[src/rtl/norm_reader.sv]
// norm_reader: consumer end of the crop path. Waits for the crop stage's
// frame maximum, computes its reciprocal with a sequential restoring
// divider, then scales every cropped pixel into an unsigned Q1.F word
// through a 2-stage multiply pipeline. The frame ends with tlast and ap_done.
//
// Handshake: on both AXI-Stream ports a beat transfers on a rising edge where
// tvalid && tready are both high. The upstream source holds tvalid/tdata until
// the transfer. This block holds m_axis_tdata/m_axis_tlast stable while
// m_axis_tvalid && !m_axis_tready.
module norm_reader #(
  parameter int PIXEL_BIT_WIDTH = 10,
  parameter int OUT_ROWS        = 10,
  parameter int OUT_COLS        = 10,
  parameter int OUT_FRAC_BITS   = 8
) (
  input  logic                       clk,
  input  logic                       srst,
  input  logic                       ap_start,
  output logic                       ap_ready,
  output logic                       ap_done,
  input  logic                       cf_ap_done,
  input  logic [PIXEL_BIT_WIDTH-1:0] max_value,
  input  logic                       s_axis_tvalid,
  output logic                       s_axis_tready,
  input  logic [PIXEL_BIT_WIDTH-1:0] s_axis_tdata,
  output logic                       m_axis_tvalid,
  input  logic                       m_axis_tready,
  output logic [OUT_FRAC_BITS:0]     m_axis_tdata,
  output logic                       m_axis_tlast
);

  localparam int G  = PIXEL_BIT_WIDTH;
  localparam int F  = OUT_FRAC_BITS;
  localparam int Q  = F + G + 1;            // reciprocal / quotient width
  localparam int N  = OUT_ROWS * OUT_COLS;  // beats per frame
  localparam int CW = $clog2(N + 1);
  localparam int DW = $clog2(Q + 1);
  localparam int PW = G + Q;                // full product width
  localparam int OW = F + 1;

  localparam logic [OW-1:0] ONE_Q = {1'b1, {F{1'b0}}};

  // State encoding is visible to debug probes through the 'state' signal.
  typedef enum logic [1:0] {
    IDLE     = 2'd0,
    WAIT_MAX = 2'd1,
    DIVIDE   = 2'd2,
    STREAM   = 2'd3
  } state_t;

  state_t state;
  state_t state_nxt;

  logic          max_seen;
  logic [G-1:0]  max_lat;
  logic [DW-1:0] div_cnt;
  logic [G-1:0]  rem;
  logic [Q-1:0]  quo;
  logic [Q-1:0]  recip;
  logic [G:0]    shifted;
  logic          ge;
  logic [CW-1:0] in_cnt;
  logic [CW-1:0] out_cnt;
  logic          last_beat;
  logic          en;
  logic          s_fire;
  logic          m_fire;
  logic          capture;
  logic          enter_stream;
  logic          start_div;
  logic          v1;
  logic [Q-1:0]  scaled1;
  logic          full1;
  logic [Q-1:0]  scaled_in;
  logic [OW-1:0] out_val;

  assign en           = !m_axis_tvalid || m_axis_tready;
  assign s_fire       = s_axis_tvalid && s_axis_tready;
  assign m_fire       = m_axis_tvalid && m_axis_tready;
  assign last_beat    = (out_cnt == CW'(N - 1));
  assign capture      = ((state == IDLE) || (state == WAIT_MAX)) && cf_ap_done;
  assign enter_stream = (state == DIVIDE) && (state_nxt == STREAM);
  assign start_div    = (state != DIVIDE) && (state_nxt == DIVIDE);

  // The dividend is 2**(F+G): only its MSB (consumed on the first step) is 1.
  assign shifted = {rem, (div_cnt == '0)};
  assign ge      = (shifted >= {1'b0, max_lat});
  // A zero maximum would yield an all-ones quotient; force it to zero.
  assign recip   = (max_lat == '0) ? '0 : quo;

  // Upper bits of pixel * reciprocal; the low G bits are the discarded fraction.
  assign scaled_in = Q'((PW'(s_axis_tdata) * PW'(recip)) >> G);

  // State register.
  always_ff @(posedge clk) begin
    if (srst) state <= IDLE;
    else      state <= state_nxt;
  end

  // Next-state logic.
  always_comb begin
    state_nxt = state;
    case (state)
      IDLE:     if (ap_start) state_nxt = max_seen ? DIVIDE : WAIT_MAX;
      WAIT_MAX: if (max_seen) state_nxt = DIVIDE;
      DIVIDE:   if (div_cnt == DW'(Q - 1)) state_nxt = STREAM;
      STREAM:   if (m_fire && last_beat) state_nxt = IDLE;
      default:  state_nxt = IDLE;
    endcase
  end

  // FSM-derived outputs.
  always_comb begin
    ap_ready      = (state == IDLE);
    ap_done       = (state == STREAM) && m_fire && last_beat;
    s_axis_tready = (state == STREAM) && en && (in_cnt < CW'(N));
    m_axis_tlast  = m_axis_tvalid && last_beat;
  end

  // Frame maximum capture; consumed when streaming starts.
  always_ff @(posedge clk) begin
    if (srst) begin
      max_seen <= 1'b0;
      max_lat  <= '0;
    end else if (capture) begin
      max_seen <= 1'b1;
      max_lat  <= max_value;
    end else if (enter_stream) begin
      max_seen <= 1'b0;
    end
  end

  // Restoring reciprocal divider, one quotient bit per DIVIDE cycle.
  always_ff @(posedge clk) begin
    if (srst) begin
      div_cnt <= '0;
      rem     <= '0;
      quo     <= '0;
    end else if (start_div) begin
      div_cnt <= '0;
      rem     <= '0;
      quo     <= '0;
    end else if (state == DIVIDE) begin
      div_cnt <= div_cnt + DW'(1);
      rem     <= ge ? G'(shifted - {1'b0, max_lat}) : shifted[G-1:0];
      quo     <= {quo[Q-2:0], ge};
    end
  end

  // Input and output beat counters, restarted for every frame.
  always_ff @(posedge clk) begin
    if (srst || enter_stream) begin
      in_cnt  <= '0;
      out_cnt <= '0;
    end else begin
      if (s_fire) in_cnt <= in_cnt + CW'(1);
      if (m_fire) out_cnt <= out_cnt + CW'(1);
    end
  end

  // Pipeline stage 1: multiply and flag pixels at or above the maximum.
  always_ff @(posedge clk) begin
    if (srst) begin
      v1      <= 1'b0;
      scaled1 <= '0;
      full1   <= 1'b0;
    end else if (en) begin
      v1      <= s_fire;
      scaled1 <= scaled_in;
      full1   <= (s_axis_tdata >= max_lat) && (max_lat != '0);
    end
  end

  // Saturate the scaled value to exactly 1.0.
  always_comb begin
    out_val = scaled1[OW-1:0];
    if (full1 || (scaled1 > {{G{1'b0}}, ONE_Q})) out_val = ONE_Q;
  end

  // Pipeline stage 2: output register, held while downstream stalls.
  always_ff @(posedge clk) begin
    if (srst) begin
      m_axis_tvalid <= 1'b0;
      m_axis_tdata  <= '0;
    end else if (en) begin
      m_axis_tvalid <= v1;
      if (v1) m_axis_tdata <= out_val;
    end
  end

endmodule

[config.mk]
export PLATFORM = sky130hd
export DESIGN_NAME = norm_reader
export DESIGN_NICKNAME = d
export VERILOG_FILES = /design/src/rtl/norm_reader.sv
export SDC_FILE = /design/constraint.sdc
export NUM_CORES = 1
export LEC_CHECK = 0
export CORE_UTILIZATION = 63
export CTS_CLUSTER_DIAMETER = 30
export CTS_CLUSTER_SIZE = 25
export DETAILED_ROUTE_END_ITERATION = 6
export MAX_ROUTING_LAYER = met4
export PLACE_DENSITY = 0.82
export SLEW_MARGIN = 15
export SYNTH_ARGS = -nofsm -noshare
export SYNTH_HDL_FRONTEND = slang
export SYNTH_SLANG_ARGS = --single-unit
[constraint.sdc]
create_clock -name clk -period 8.69 [get_ports clk]
set_input_delay 2.1725 -clock clk [delete_from_list [all_inputs] [get_ports clk]]
set_output_delay 2.1725 -clock clk [all_outputs]
set_load 0.02 [all_outputs]
Word-level counts from Yosys, hierarchy flattened
Cells that the tools add are included.
Storage, ports and cells
  flip-flop bits (word level): 92
  bits in latches: 0
  memory bits (writable): 0
  bits in read-only memories: 0
  logic and storage cells: 65
  memories kept: 0
Cells by class
  add/subtract/negate cells: 4
  multiply operators: 1
  div/mod/pow operators: 0
  order comparisons: 4
  eq/ne operators: 8
  shift operators: 0
  multiplexer cells: 11
  bitwise gates (word level): 0
  reduce and logical (&&, ||, !) cells: 24
Operator list (number)
  multiplier 10 x 19 -> 29 bit: 1
  > comparator 19 x 9 -> 1 bit (second input constant): 1
  two-way mux 19 bit: 1
  adder 7 x 1 -> 7 bit (second input constant): 2
  logical AND 1 bit: 12
  greater-or-equal comparator 11 x 10 -> 1 bit: 1
  greater-or-equal comparator 10 bit: 1
  logical NOT 10 bit: 1
  two-way mux 10 bit: 1
  two-way mux 2 bit: 5
  nonzero test 10 bit: 1
  subtractor 10 bit: 1
  two-way mux 9 bit: 1
  equality test 2 bit (second input constant): 4
  case mux 2 bit (4 select lines): 1
  equality test 7 bit (second input constant): 1
  less-than comparator 7 bit (second input constant): 1
  adder 5 x 1 -> 5 bit (second input constant): 1
  equality test 5 bit (second input constant): 1
  logical NOT 5 bit: 1
  logical OR 1 bit: 4
  equality test 2 x 1 -> 1 bit (second input constant): 1
  logical NOT 2 bit: 1
  two-way mux 1 bit: 2
  5 further kinds: 5

Depth between registers and ports, before layout
  depth after elaboration: 8
  depth in mapped cells: 26
  gate-level depth less buffers: 24

Least setup slack after synthesis
Ideal clock, no wire load.
  kind: input to register
  from: in s_axis_tdata[3]
  to: reg scaled1[18]
  setup time: 0.083 ns
  arrival time: 7.770 ns
  required time: 8.607 ns
  path slack: 0.838 ns
  stages: 24
  cell sequence: and2_1 -> clkbuf_1 -> clkbuf_1 -> nand2_1 -> fa_1 -> inv_1 -> fa_1 -> inv_1 -> fa_1 -> inv_1 -> fa_1 -> inv_1 -> fa_1 -> inv_1 -> ha_1 -> a21oi_1 -> o221ai_1 -> a311o_1 -> and3_4 -> o211ai_2 -> a211o_1 -> a31oi_1 -> or4_1 -> o221ai_1
On the way
  longest elaborated chain between the ends: 1
RTL lines
  from (decl): line 25  | input logic [PIXEL_BIT_WIDTH-1:0] s_axis_tdata,
  multiplier 10 x 19 -> 29 bit: line 92  | assign scaled_in = Q'((PW'(s_axis_tdata) * PW'(recip)) >> G);
  to (signal assigned): line 169  | scaled1 <= scaled_in;
  to (decl): line 72  | logic [Q-1:0] scaled1;
Every way passes these cells.
A chain may end at the register's enable or synchronous reset.

Worst setup path in the final report
Ends and elaborated chain as after synthesis.

==> results by group <==
Outcome
  • Outcome: finished, final reports clean

Synth
  • Share of flip-flops with an asynchronous set or reset: 0%
  • Post-synth EDFFs: 0
  • Ys Warns: 0
  • Synth top cells by count: nand2_1 (181), fa_1 (134), inv_1 (133)
  • Compound-Gate Fraction of Synth Area: 10.0%
  • Count leader, synth: nand2_1
  • Yosys cell types: 56
  • Synth Net Count: 1,395
  • Cells taking the most area after synthesis: fa_1 (27%), dfxtp_1 (19%), ha_1 (11%), nand2_1 (6.9%), and3_1 (5.8%)
  • Adder-Cell Fraction of Synth Area: 38.2%
  • Mean Syn Cell Area: 8.60 µm²
  • Post-synthesis cell count: 1,148
  • Mapped cell area: 0.00988 mm²
  • Largest family of logic cells by synthesized area: adder cells
  • Yosys top cell area share: 27.2%
  • Prevailing post-synth register cell: dfxtp_1
  • Synth area leader: fa_1
  • Post-Synth XOR/XNOR Area: 2.93%
  • Mux share of post-synthesis cell area: 0.925%
  • Post-synthesis sequential area ratio: 18.6%
  • Simple-gate portion of the synthesized area: 21.5%
  • Yosys reg bits: 92

Critical path
  • Data arrival time of the worst path: 8.20 ns
  • CP Class: input port to register
  • CP required: 8.97 ns
  • Reg2Reg Depth: 22
  • Startpoint Class: input port
  • Crit end category: register
  • CP Max Fanout: 4

Timing
  • Slew @ Worst Pin: 1.04 ns
  • Final setup viols: 0
  • Fin. max-slew vios: 0
  • Final worst path period need: 7.92 ns
  • Part of the cycle the worst path needs: 91.2%
  • Post-route setup slack: 0.768 ns
  • RSZ-0062 raised after global routing: no
  • Max-slew headroom: 30.7%
  • Final Hold Vio Count: 0
  • Hold_ws: 0.461 ns
  • Worst setup skew after layout: 0.00519 ns
  • Maximum clock frequency: 126 MHz
  • Setup TNS Final: 0 ns

Placed design
  • Detail Placement HPWL: 17,000 µm
  • Placed insts: 1,344
  • PortBufs: 39
  • Placed cell area: 0.0104 mm²
  • GPL Wtd Cong: 0.921
  • Placement Setup Slack: 0.435 ns

Worst hold path
  • Hold Path Depth: 2
  • Hold Crit Class: register to register

Clocking
  • Clock insertion delay at the later pin of the skew report: 0.36 ns
  • Hold_buf cts: 0
  • Root buffer cell: clkbuf_16
  • Post-CTS sizing: 0
  • CTS tree: done
  • Register clock-pin slew on the reported worst setup and hold paths: 0.07 ns
  • CTS sink cnt: 92
  • Clock H-tree levels: 3
  • CTS buffer count: 9
  • Setup Buffers After CTS: 0
  • Clock Tree Buf Depth: 2

Route
  • Initial drt markers: 538
  • Final ANT Viol Nets: 0
  • # DRC: 0
  • DRT Wirelength: 22,800 µm
  • Avg WL per Cell: 16.8 µm
  • Via/cell ratio: 5.78
  • Vias: 7,858
  • Drt pass-1 iters: 5

Power
  • Power Density: 100 mW/mm²
  • Max rail drop VDD: 151 µV
  • Leak: 5.41 nW
  • Design Power: 1.07 mW

Floorplanning
  • Row cnt: 45
  • Die Y: 127 µm
  • Die Area: 0.0162 mm²
  • Core area: 0.0153 mm²
  • IO Pins: 40
  • Die width: 127 µm
  • Initial core utilization: 64.7%

Global routing
  • Remaining Overflow, GRT: 0
  • Initial antenna violation count: 0
  • Largest net degree at the start of global routing: 68
  • First-pass GRT wire length: 38,200 µm
  • GRT Util Overall: 31.2%
  • Vias in the first global route: 7,955

Layout
  • Area of the multi-input gates: 0.00728 mm²
  • Layout cell share with drive strength beyond 1: 3.92%
  • Final core utilization: 70.2%
  • Fill count: 1,191
  • Ant diodes: 0
  • Cell area after layout: 0.0107 mm²
  • Area grow syn2layout: 8.37%
  • Nets@finish: 1,391
  • Layout Cells excl Fill: 1,360
  • Reg area: 0.00184 mm²

Flow run
  • Max-cap violations: 0
flip-flops by register name, summed over array words and instances, names as in the netlist, 2 cells and up:
name          count
state             2
in_cnt            7
max_lat          10
scaled1          19
m_axis_tdata      9
quo              19
rem              10
div_cnt           5
out_cnt           7
cell families after synthesis:
family	count (synthesis)
compound gates	152
xor+xnor	33
fa+ha+maj	221
buf+inv	204
flops	92
mux	9
simple gates	437
per-layer routing:
layer,share of wire [%],vias to the layer above,track usage (%)
li1,-,3728,-
met1,43,3811,39.4
met2,49,254,50.2
met3,5.3,65,4.90
met4,3.3,0,13.1
met5,0,-,-
worst paths after layout:
kind              slack (ns)            start          end
setup / recovery        0.77  s_axis_tdata[3]  scaled1[18]
hold / removal          0.46      scaled1[10]  scaled1[10]
setup reg to reg        1.75       max_lat[0]  scaled1[18]
hold reg to reg         0.46      scaled1[10]  scaled1[10]
worst max-delay path, cell delays in order:
cell and delay, ns:
clkdlybuf4s50_1 0.52, and2_1 0.16, nand2_1 0.08, fa_1 0.56, inv_1 0.05, fa_1 0.50, inv_1 0.05, fa_1 0.49
inv_1 0.06, fa_1 0.53, inv_1 0.05, fa_1 0.52, inv_1 0.05, ha_1 0.31, a21oi_1 0.21, o221ai_1 0.16
a311o_1 0.41, and3_4 0.22, o211ai_2 0.19, a211o_1 0.19, a31oi_1 0.12, or4_1 0.51, o221ai_1 0.08
cells in the final DEF, fill, tap and decap left out, types with 9 or more instances in the layout:
cell and count:
a211oi_1 13, a21o_1 14, a21oi_1 61, and2_1 22
and3_1 92, buf_4 17, clkbuf_16 9, clkdlybuf4s50_1 39
dfxtp_1 92, fa_1 134, ha_1 87, inv_1 133
nand2_1 181, nand3_1 14, nor2_1 68, nor2b_1 9
o21ai_0 13, xnor2_1 19, xor2_1 14
final cells by class:
class	count	share of cell area, %
multi-input combinational	852	68.0
sequential	92	17.2
timing repair buffer	56	4.84
inverter	133	4.66
tap	211	2.47
clock buffer	11	2.27
clock inverter	5	0.549
report_power, final:
part           leakage (nW)  switching (mW)  internal (mW)
Combinational          4.52           0.137         0.0855
Clock                 0.142           0.173          0.231
Sequential            0.745          0.0122          0.431
Power figures use the tool's default switching activity.
